### src/rtl/mult_result_buffer_if.sv
// CDB handshake bundle between the multiply result buffer (master) and the
// common data bus arbiter (slave).
interface mult_result_buffer_if;
  logic        cdb_req;
  logic        cdb_grant;
  logic [63:0] cdb_value;
  logic [5:0]  cdb_dest_reg;
  logic [63:0] cdb_NPC;
  logic [3:0]  cdb_bmask;

  modport master (
    output cdb_req,
    output cdb_value,
    output cdb_dest_reg,
    output cdb_NPC,
    output cdb_bmask,
    input  cdb_grant
  );

  modport slave (
    input  cdb_req,
    input  cdb_value,
    input  cdb_dest_reg,
    input  cdb_NPC,
    input  cdb_bmask,
    output cdb_grant
  );
endinterface

### src/rtl/mult_result_buffer.sv
// mult_result_buffer: circular FIFO behind the non-stalling final multiplier
// stage. It captures products, presents the oldest live one to the CDB
// arbiter, applies branch squash/mask clearing while results wait, and
// throttles multiplier issue so in-flight products always fit.
// Optional feature: define MULT_RESULT_BYPASS_EN to let a result arriving at
// an empty buffer request the CDB in its arrival cycle.
`ifndef ZERO_REG
`define ZERO_REG 6'd0
`endif

module mult_result_buffer #(
  parameter int unsigned DEPTH      = 8,
  parameter int unsigned PIPE_DEPTH = 4
) (
  input  logic                 clock,
  input  logic                 reset,
  input  logic                 inst_valid_in,
  input  logic [63:0]          product_in,
  input  logic [5:0]           dest_reg_in,
  input  logic [63:0]          NPC_in,
  input  logic [3:0]           bmask_in,
  input  logic                 br_rec_en_1,
  input  logic                 br_rec_en_2,
  input  logic [2:0]           br_marker_1,
  input  logic [2:0]           br_marker_2,
  input  logic                 br_mispre_1,
  input  logic                 br_mispre_2,
  mult_result_buffer_if.master cdb,
  output logic                 issue_stall,
  output logic                 overflow_err
);

  localparam int unsigned PTR_W = $clog2(DEPTH);
  localparam int unsigned CNT_W = $clog2(DEPTH + 1);

  logic [DEPTH-1:0] valid_q;
  logic [63:0]      product_q [DEPTH];
  logic [5:0]       dest_q    [DEPTH];
  logic [63:0]      npc_q     [DEPTH];
  logic [3:0]       bmask_q   [DEPTH];

  logic [PTR_W-1:0] head_q, tail_q;
  logic [CNT_W-1:0] count_q;

  logic [3:0]       clr_sel;   // bmask bits resolved this cycle
  logic [3:0]       mis_sel;   // bmask bits resolved as mispredicted this cycle
  logic [DEPTH-1:0] ent_hit;
  logic [DEPTH-1:0] valid_nxt;
  logic             nonempty, full, head_valid, head_hit, fifo_req;
  logic             in_ok, byp_act, pop, push_req, push, ovf_set;

  // Decode the two branch resolution ports into per-bit clear/squash selects
  always_comb begin
    clr_sel = '0;
    mis_sel = '0;
    for (int unsigned b = 0; b < 4; b++) begin
      if (br_rec_en_1 && br_marker_1 == 3'(b)) begin
        clr_sel[b] = 1'b1;
        if (br_mispre_1) mis_sel[b] = 1'b1;
      end
      if (br_rec_en_2 && br_marker_2 == 3'(b)) begin
        clr_sel[b] = 1'b1;
        if (br_mispre_2) mis_sel[b] = 1'b1;
      end
    end
  end

  // Per-entry squash detection against the stored (pre-clear) masks
  always_comb begin
    ent_hit = '0;
    for (int unsigned i = 0; i < DEPTH; i++) begin
      ent_hit[i] = |(bmask_q[i] & mis_sel);
    end
  end

  // Head status, pop/push decisions and next valid vector
  always_comb begin
    nonempty   = (count_q != '0);
    full       = (count_q == CNT_W'(DEPTH));
    head_valid = valid_q[head_q];
    head_hit   = |(bmask_q[head_q] & mis_sel);
    fifo_req   = head_valid & nonempty & ~head_hit;
    in_ok      = inst_valid_in & ~(|(bmask_in & mis_sel));
`ifdef MULT_RESULT_BYPASS_EN
    byp_act    = in_ok & ~nonempty;
`else
    byp_act    = 1'b0;
`endif
    // A granted request pops; a stale (squashed) head drains without request.
    // The two are mutually exclusive because they need opposite head_valid.
    pop        = (fifo_req & cdb.cdb_grant) | (~head_valid & nonempty);
    push_req   = in_ok & ~(byp_act & cdb.cdb_grant);
    push       = push_req & (~full | pop);
    ovf_set    = push_req & full & ~pop;

    valid_nxt  = valid_q & ~ent_hit;
    if (push) valid_nxt[tail_q] = 1'b1;
  end

  // CDB presentation: head entry, bypassed input, or a clean idle pattern
  always_comb begin
    cdb.cdb_req      = fifo_req;
    cdb.cdb_value    = product_q[head_q];
    cdb.cdb_dest_reg = dest_q[head_q];
    cdb.cdb_NPC      = npc_q[head_q];
    cdb.cdb_bmask    = bmask_q[head_q] & ~clr_sel;
    if (!nonempty) begin
      cdb.cdb_value    = '0;
      cdb.cdb_dest_reg = `ZERO_REG;
      cdb.cdb_NPC      = '0;
      cdb.cdb_bmask    = '0;
    end
    if (byp_act) begin
      cdb.cdb_req      = 1'b1;
      cdb.cdb_value    = product_in;
      cdb.cdb_dest_reg = dest_reg_in;
      cdb.cdb_NPC      = NPC_in;
      cdb.cdb_bmask    = bmask_in & ~clr_sel;
    end
  end

  assign issue_stall = (count_q >= CNT_W'(DEPTH - PIPE_DEPTH));

  // Payload storage; liveness is tracked by valid_q so no reset is needed here
  always_ff @(posedge clock) begin
    for (int unsigned i = 0; i < DEPTH; i++) begin
      bmask_q[i] <= bmask_q[i] & ~clr_sel;
    end
    if (push) begin
      product_q[tail_q] <= product_in;
      dest_q[tail_q]    <= dest_reg_in;
      npc_q[tail_q]     <= NPC_in;
      bmask_q[tail_q]   <= bmask_in & ~clr_sel;
    end
  end

  // Pointers, occupancy, valid bits and the sticky overflow flag
  always_ff @(posedge clock) begin
    if (!reset) begin
      valid_q      <= '0;
      head_q       <= '0;
      tail_q       <= '0;
      count_q      <= '0;
      overflow_err <= 1'b0;
    end else begin
      valid_q <= valid_nxt;
      if (pop)  head_q <= head_q + PTR_W'(1);
      if (push) tail_q <= tail_q + PTR_W'(1);
      if (push && !pop)      count_q <= count_q + CNT_W'(1);
      else if (pop && !push) count_q <= count_q - CNT_W'(1);
      if (ovf_set) overflow_err <= 1'b1;
    end
  end

endmodule

### src/flat_wrapper.sv
// flat-port wrapper written by rule: the top's interface ports become plain ports
module mult_result_buffer_flat 
#(
  parameter int unsigned DEPTH      = 8,
  parameter int unsigned PIPE_DEPTH = 4
)
  (clock, reset, inst_valid_in, product_in, dest_reg_in, NPC_in, bmask_in, br_rec_en_1, br_rec_en_2, br_marker_1, br_marker_2, br_mispre_1, br_mispre_2, issue_stall, overflow_err, cdb_cdb_req, cdb_cdb_value, cdb_cdb_dest_reg, cdb_cdb_NPC, cdb_cdb_bmask, cdb_cdb_grant);
  mult_result_buffer_if cdb_i ();
  input  logic clock;
  input  logic reset;
  input  logic inst_valid_in;
  input  logic [63:0] product_in;
  input  logic [5:0] dest_reg_in;
  input  logic [63:0] NPC_in;
  input  logic [3:0] bmask_in;
  input  logic br_rec_en_1;
  input  logic br_rec_en_2;
  input  logic [2:0] br_marker_1;
  input  logic [2:0] br_marker_2;
  input  logic br_mispre_1;
  input  logic br_mispre_2;
  output logic issue_stall;
  output logic overflow_err;
  output wire logic [$bits(cdb_i.cdb_req)-1:0] cdb_cdb_req;
  output wire logic [$bits(cdb_i.cdb_value)-1:0] cdb_cdb_value;
  output wire logic [$bits(cdb_i.cdb_dest_reg)-1:0] cdb_cdb_dest_reg;
  output wire logic [$bits(cdb_i.cdb_NPC)-1:0] cdb_cdb_NPC;
  output wire logic [$bits(cdb_i.cdb_bmask)-1:0] cdb_cdb_bmask;
  input wire logic [$bits(cdb_i.cdb_grant)-1:0] cdb_cdb_grant;
  assign cdb_cdb_req = cdb_i.cdb_req;
  assign cdb_cdb_value = cdb_i.cdb_value;
  assign cdb_cdb_dest_reg = cdb_i.cdb_dest_reg;
  assign cdb_cdb_NPC = cdb_i.cdb_NPC;
  assign cdb_cdb_bmask = cdb_i.cdb_bmask;
  assign cdb_i.cdb_grant = cdb_cdb_grant;
  mult_result_buffer #(.DEPTH(DEPTH), .PIPE_DEPTH(PIPE_DEPTH)) u_core (.clock(clock), .reset(reset), .inst_valid_in(inst_valid_in), .product_in(product_in), .dest_reg_in(dest_reg_in), .NPC_in(NPC_in), .bmask_in(bmask_in), .br_rec_en_1(br_rec_en_1), .br_rec_en_2(br_rec_en_2), .br_marker_1(br_marker_1), .br_marker_2(br_marker_2), .br_mispre_1(br_mispre_1), .br_mispre_2(br_mispre_2), .cdb(cdb_i), .issue_stall(issue_stall), .overflow_err(overflow_err));
endmodule
### config.mk
export PLATFORM = sky130hd
export DESIGN_NAME = mult_result_buffer_flat
export DESIGN_NICKNAME = d
export VERILOG_FILES = /design/src/rtl/mult_result_buffer_if.sv /design/src/rtl/mult_result_buffer.sv /design/src/flat_wrapper.sv
export SDC_FILE = /design/constraint.sdc
export NUM_CORES = 1
export LEC_CHECK = 0
export ABC_AREA = 1
export CAP_MARGIN = 20
export CORE_ASPECT_RATIO = 1.75
export CORE_MARGIN = 4
export CORE_UTILIZATION = 65
export CTS_BUF_LIST = sky130_fd_sc_hd__clkbuf_4 sky130_fd_sc_hd__clkbuf_8
export DETAILED_ROUTE_END_ITERATION = 12
export DONT_BUFFER_PORTS = 1
export GPL_TIMING_DRIVEN = 0
export MAX_ROUTING_LAYER = met4
export PLACE_DENSITY = 0.81
export SLEW_MARGIN = 20
export SYNTH_ARGS = -nofsm -noshare
export SYNTH_HDL_FRONTEND = slang
export SYNTH_SLANG_ARGS = --single-unit
### constraint.sdc
create_clock -name clock -period 6.8 [get_ports clock]
set_input_delay 2.04 -clock clock [delete_from_list [all_inputs] [get_ports clock]]
set_output_delay 2.04 -clock clock [all_outputs]
set_load 0.005 [all_outputs]
Word-level counts from Yosys, hierarchy flattened:

Memory sizes are Yosys's and may differ from the RTL's. A register that Yosys moved wholly into a read port is not among the register bits.
Index checks and enable logic that the tools add are counted.
Widths: inputs -> output; s select.

* register bits after elaboration: 19
* bits in writable memories: 1104
* input bits: 152
* output and inout bits: 141
* memories kept: 4

* $add $sub $neg: 4
* order comparisons: 4
* eq/ne operators: 7
* mux-type cells: 42
* bitwise operators: 39
* reductions and logical operators: 27

Memory list
* u_core.npc_q: words 8, width 64, rd ports 1, clocked after Yosys merged registers in 1, write ports 1, line mult_result_buffer.sv:39 `logic [63:0] npc_q [DEPTH];`
* u_core.product_q: words 8, width 64, rd ports 1, clocked after Yosys merged registers in 1, write ports 1, line mult_result_buffer.sv:37 `logic [63:0] product_q [DEPTH];`
* u_core.dest_q: words 8, width 6, rd ports 1, clocked after Yosys merged registers in 1, write ports 1, line mult_result_buffer.sv:38 `logic [5:0] dest_q [DEPTH];`
* u_core.bmask_q: words 8, width 4, rd ports 9, clocked after Yosys merged registers in 1, write ports 9, line mult_result_buffer.sv:40 `logic [3:0] bmask_q [DEPTH];`

Operators with widths (count)
* $mux 64: 2
* $and 4x4->4: 20
* $reduce_or 4->1: 10
* $mux 1: 25
* $mux 3: 8
* $eq 3x2->1 const B: 4
* $mux 4: 3
* $logic_and 1x1->1: 11
* $and 1x1->1: 8
* $and 8x8->8: 1
* $lt 3x4->1 const B: 2
* $mux 8: 1
* $not 8->8: 1
* $or 8x8->8: 1
* $add 3x1->3 const B: 2
* $eq 3x1->1 const B: 2
* $logic_not 3->1: 2
* $mux 6: 1
* $not 1->1: 5
* $add 4x1->4 const B: 1
* $eq 4x4->1 const B: 1
* $ge 4x3->1 const B: 1
* $not 4->4: 1
* $reduce_bool 4->1: 1
* other kinds (7): 9

Longest topological paths before layout:

* word-level depth: 17
* mapped depth: 24

Least setup slack after synthesis:

OpenSTA, ideal clock, no wires.

* kind: input to register
* start: in br_marker_1[0]
* end: mem u_core.dest_q[0][0] (enable)
* library setup time: 0.429 ns
* data arrival time: 4.566 ns
* data required time: 6.371 ns
* path slack: 1.805 ns
* cell stages on the path: 10
* path through: nand2_1 inv_2 nand3_1 o21ai_2 inv_2 o211ai_1 nor2_2 buf_4 nand3_4 inv_2

* word-level cells in the longest chain between the ends: 15
* elaborated cells on any way between the ends: 34
* classes of those cells: 3 x eq/ne; 14 x mux; 10 x bitwise; 7 x reduce/logical

Ends and longest elaborated chain
* start, declared: line flat_wrapper.sv:18 `input logic [2:0] br_marker_1;`
* $eq 3x1->1 (tied with other cells): line mult_result_buffer.sv:57 `if (br_rec_en_1 && br_marker_1 == 3'(b)) begin`
* $logic_and 1x1->1: line mult_result_buffer.sv:57
* $mux 1: line mult_result_buffer.sv:57
* $mux 1: line mult_result_buffer.sv:63 `if (br_mispre_2) mis_sel[b] = 1'b1;`
* $mux 1: line mult_result_buffer.sv:61 `if (br_rec_en_2 && br_marker_2 == 3'(b)) begin`
* $and 4x4->4: line mult_result_buffer.sv:81 `head_hit = |(bmask_q[head_q] & mis_sel);`
* $reduce_or 4->1: line mult_result_buffer.sv:81
* $not 1->1: line mult_result_buffer.sv:82 `fifo_req = head_valid & nonempty & ~head_hit;`
* $and 1x1->1: line mult_result_buffer.sv:82
* $and 1x1->1: line mult_result_buffer.sv:91 `pop = (fifo_req & cdb.cdb_grant) | (~head_valid & nonempty);`
* $or 1x1->1: line mult_result_buffer.sv:91
* $or 1x1->1: line mult_result_buffer.sv:93 `push = push_req & (~full | pop);`
* $and 1x1->1 (*): line mult_result_buffer.sv:93
* $mux 1 (*): line mult_result_buffer.sv:129 `if (push) begin`
* $mux 1 (implied by the code) (*): line mult_result_buffer.sv:131 `dest_q[tail_q] <= dest_reg_in;`
* end, declared: line mult_result_buffer.sv:38

Every way passes the cells marked *; elsewhere a longest branch is shown, timed or not.

==> results.md <==
- H-Tree Level Count: 4
- Final Cell Area: slightly below 50000 um2
- DRT Pass-1 Iters: 6
- RSZ-0062 raised after global routing: no
- Reg area: ~33000 um2
- Largest buffer count on any clock path: 3
- Max-Cap Viols: 0
- Hold Fails Final Rpt: 0
- Placer Congestion: roughly 0.85
- Detailed-route via count: roughly 30000
- Starting Density: 0.6548
- Syn. warnings: 0
- Post-CTS Hold Buffers: 0
- HP Start: u_core.bmask_q[3][0]$_DFF_P_
- Slew headroom: 0.3640
- Drt wl/cell: ~25 um
- PwrDens: around 380 nW/um2
- Synth cell types: 36
- Grt total ovfl: 0
- CTS Buf Count: roughly 150
- Detailed placement HPWL: between 70 and 80 mm
- Layout area overhead: 9.792%
- Largest net degree at the start of global routing: 81
- Worst vdd ir: 0.0002816 V
- Peak Freq: between 0.15 and 0.2 GHz
- Die area: 72380 um2
- # fillers: between 4000 and 5000
- CTS clk-pin slew, worst paths: about 0.07 ns
- DRT antenna net count: 0
- Seq/Total Area, Yosys: 0.7530
- Critical Path Start Type: register
- DRC Markers: 0
- Vias in the first global route: about 30000
- Core area: 67470 um2
- Fin crit period: approximately 6 ns
- CP Capture Type: output port
- Setup TNS: 0 ns
- Status: completed
- Total Wirelength: about 120 mm
- Synthesized area: ~44000 um2
- Leak: roughly 16 nW
- Data arrival, critical path: 4.05 ns
- Worst EP required: roughly 4.8 ns
- FF-to-FF setup slack: between 3 and 4 ns
- Slew Viols, Final: 0
- Final net count: 3814
- Worst R2R Path Depth: 14
- CP Class: register to output port
- Total GRT Usage: 0.3300
- Syn nets: about 3700
- CTS resizes: 0
- Die Width: around 210 um
- Hold path depth: 2
- Main area contributors after synthesis: edfxtp_1 73%, o21ai_0 7.4%, nor2_1 7.1%
- I/O pins: around 290
- Cell taking the most area after synthesis: edfxtp_1
- Die H: ~350 um
- Port Buf Inserts: 0
- #FFs+latches synth: about 1100
- Final Setup Violations: 0
- Layout cells sized above 1: 0.09062
- CTS tree: built
- Placed Area: around 46000 um2
- Worst-Skew Late Latency: roughly 0.81 ns
- CTS root buffer: clkbuf_8
- Antenna violations before repair: 3
- Area of the multi-input gates: 9728 um2
- Yosys top cell area share: 0.7285
- CP max FO: 10
- Worst-Margin Slew: 0.9539 ns
- Post-Syn Instances: roughly 3500
- Hold Crit Class: register to register
- First-pass GRT wire length: between 150 and 200 mm
- Initial DRC Count: 2987
- Drt via density: ~6.4
- Worst R2R End: u_core.npc_q[7][8]$_DFFE_PP_
- CTS Sinks: 1126
- Mapped Avg Cell Area: between 10 and 15 um2
- WHS Endpoint: u_core.bmask_q[3][0]$_DFF_P_
- Period utilisation layout: 0.8956
- FP Rows: between 100 and 150
- Setup Fix Bufs, Post-CTS: 0
- Skew final: approximately 0.035 ns
cells in the mapped netlist, drive strengths merged:
master	n
fa	1
inv	49
o22ai	134
dfxtp	54
a31oi	134
nor2	834
o21ai	681
clkbuf	160
nand2	171
a21o	1
nor3	3
o211ai	1
ha	5
a21oi	24
edfxtp	1072
buf	72
xor2	2
nand3b	1
nor4	2
nand3	77
clkinv	3
nand4	12
a221oi	2
area by class of cell:
cell class / count / area share
sequential: 1126 / 0.6859
antenna: 4 / 0.0002063
multi-input combinational: 2085 / 0.2005
timing repair buffer: 8 / 0.004539
inverter: 52 / 0.005287
tap: 896 / 0.02311
clock buffer: 202 / 0.05176
clock inverter: 58 / 0.008202
buffer: 232 / 0.02050
power by group:
part | switching (W) | internal (W) | total (W)
sequential | 0.000111 | 0.00796 | 0.00807
combinational | 0.00414 | 0.00143 | 0.00557
clock | 0.00245 | 0.00256 | 0.00501
total | 0.00671 | 0.0119 | 0.0187
per-stage QoR:
| stage | utilization | hold WS [ns] | instances | setup slack [ns] | total power (W) |
|---|---|---|---|---|---|
| after floorplan | - | 0.4434 | 3495 | 1.805 | 0.01157 |
| after global placement | 0.6715 | 0.4662 | 4391 | 0.3194 | 0.01350 |
| after detailed placement | 0.6757 | 0.4733 | 4399 | 1.205 | 0.01364 |
| after CTS | 0.7188 | 0.4827 | 4659 | 0.3052 | 0.01854 |
| after global routing | 0.7190 | 0.5048 | 4663 | 0.5572 | 0.01943 |
| final | 0.7190 | 0.4826 | 4663 | 0.7102 | 0.01865 |
layer usage:
layer / GRT usage / part of all wire / vias to the layer above
met5: - / 0 / -
met3: 0.1016 / 0.12 / 482
met2: 0.5485 / 0.50 / 1901
met1: 0.3531 / 0.32 / 14110
met4: 0.1750 / 0.055 / 0
li1: - / - / 13140
critical path, stage by stage (launching register included):
cell,delay [ns]
dfxtp_1,0.38
inv_1,0.09
buf_2,0.38
clkbuf_1,0.76
clkbuf_2,0.67
clkbuf_1,0.54
a31oi_1,0.39
how the worst max path moves through the flow:
stage                         startpoint                             to  cells after the start
after CTS                       register              cdb_cdb_value[14]                      6
after global routing            register              cdb_cdb_value[47]                      9
after global placement       br_mispre_2   u_core.npc_q[4][2]$_DFFE_PP_                      8
after detailed placement        register              cdb_cdb_value[14]                      6
final                           register              cdb_cdb_value[14]                      6
after floorplan           br_marker_1[0]  u_core.dest_q[0][0]$_DFFE_PP_                     10
flip-flops by register name (all words and copies together), names as in the netlist, named ones only:
signal / count
u_core.tail_q: 3
u_core.valid_q: 8
u_core.npc_q: 512
u_core.dest_q: 48
u_core.overflow_err: 1
u_core.head_q: 3
u_core.count_q: 4
u_core.bmask_q: 32
u_core.product_q: 512
kinds of logic (layout without fill, tap and decap cells):
kind of cell	count (synthesis)	in the layout	synth area share
AOI/OAI and AO/OA	977	977	0.1189
xor gates and xnor gates	2	2	0.0003965
adders and majority gates	6	6	0.001869
buffers and inverters	284	552	0.02682
DFF	1126	1126	0.7530
other	0	4	0
and+or+nand+nor	1100	1100	0.09903
cells in the final DEF (no fill, tap or decap), drive strengths merged, types with 3 or more instances in the layout:
cell type	netlist	final
ha	5	5
nand4	12	12
edfxtp	1072	1072
a21oi	24	24
o22ai	134	134
clkbuf	160	362
inv	49	54
nand3	77	77
buf	72	80
clkinvlp	0	7
dfxtp	54	54
diode	0	4
clkinv	3	45
o21ai	681	681
nand2	171	171
nor2	834	834
bufinv	0	4
nor3	3	3
a31oi	134	134
No activity file was read; power rests on OpenSTA's default activity.
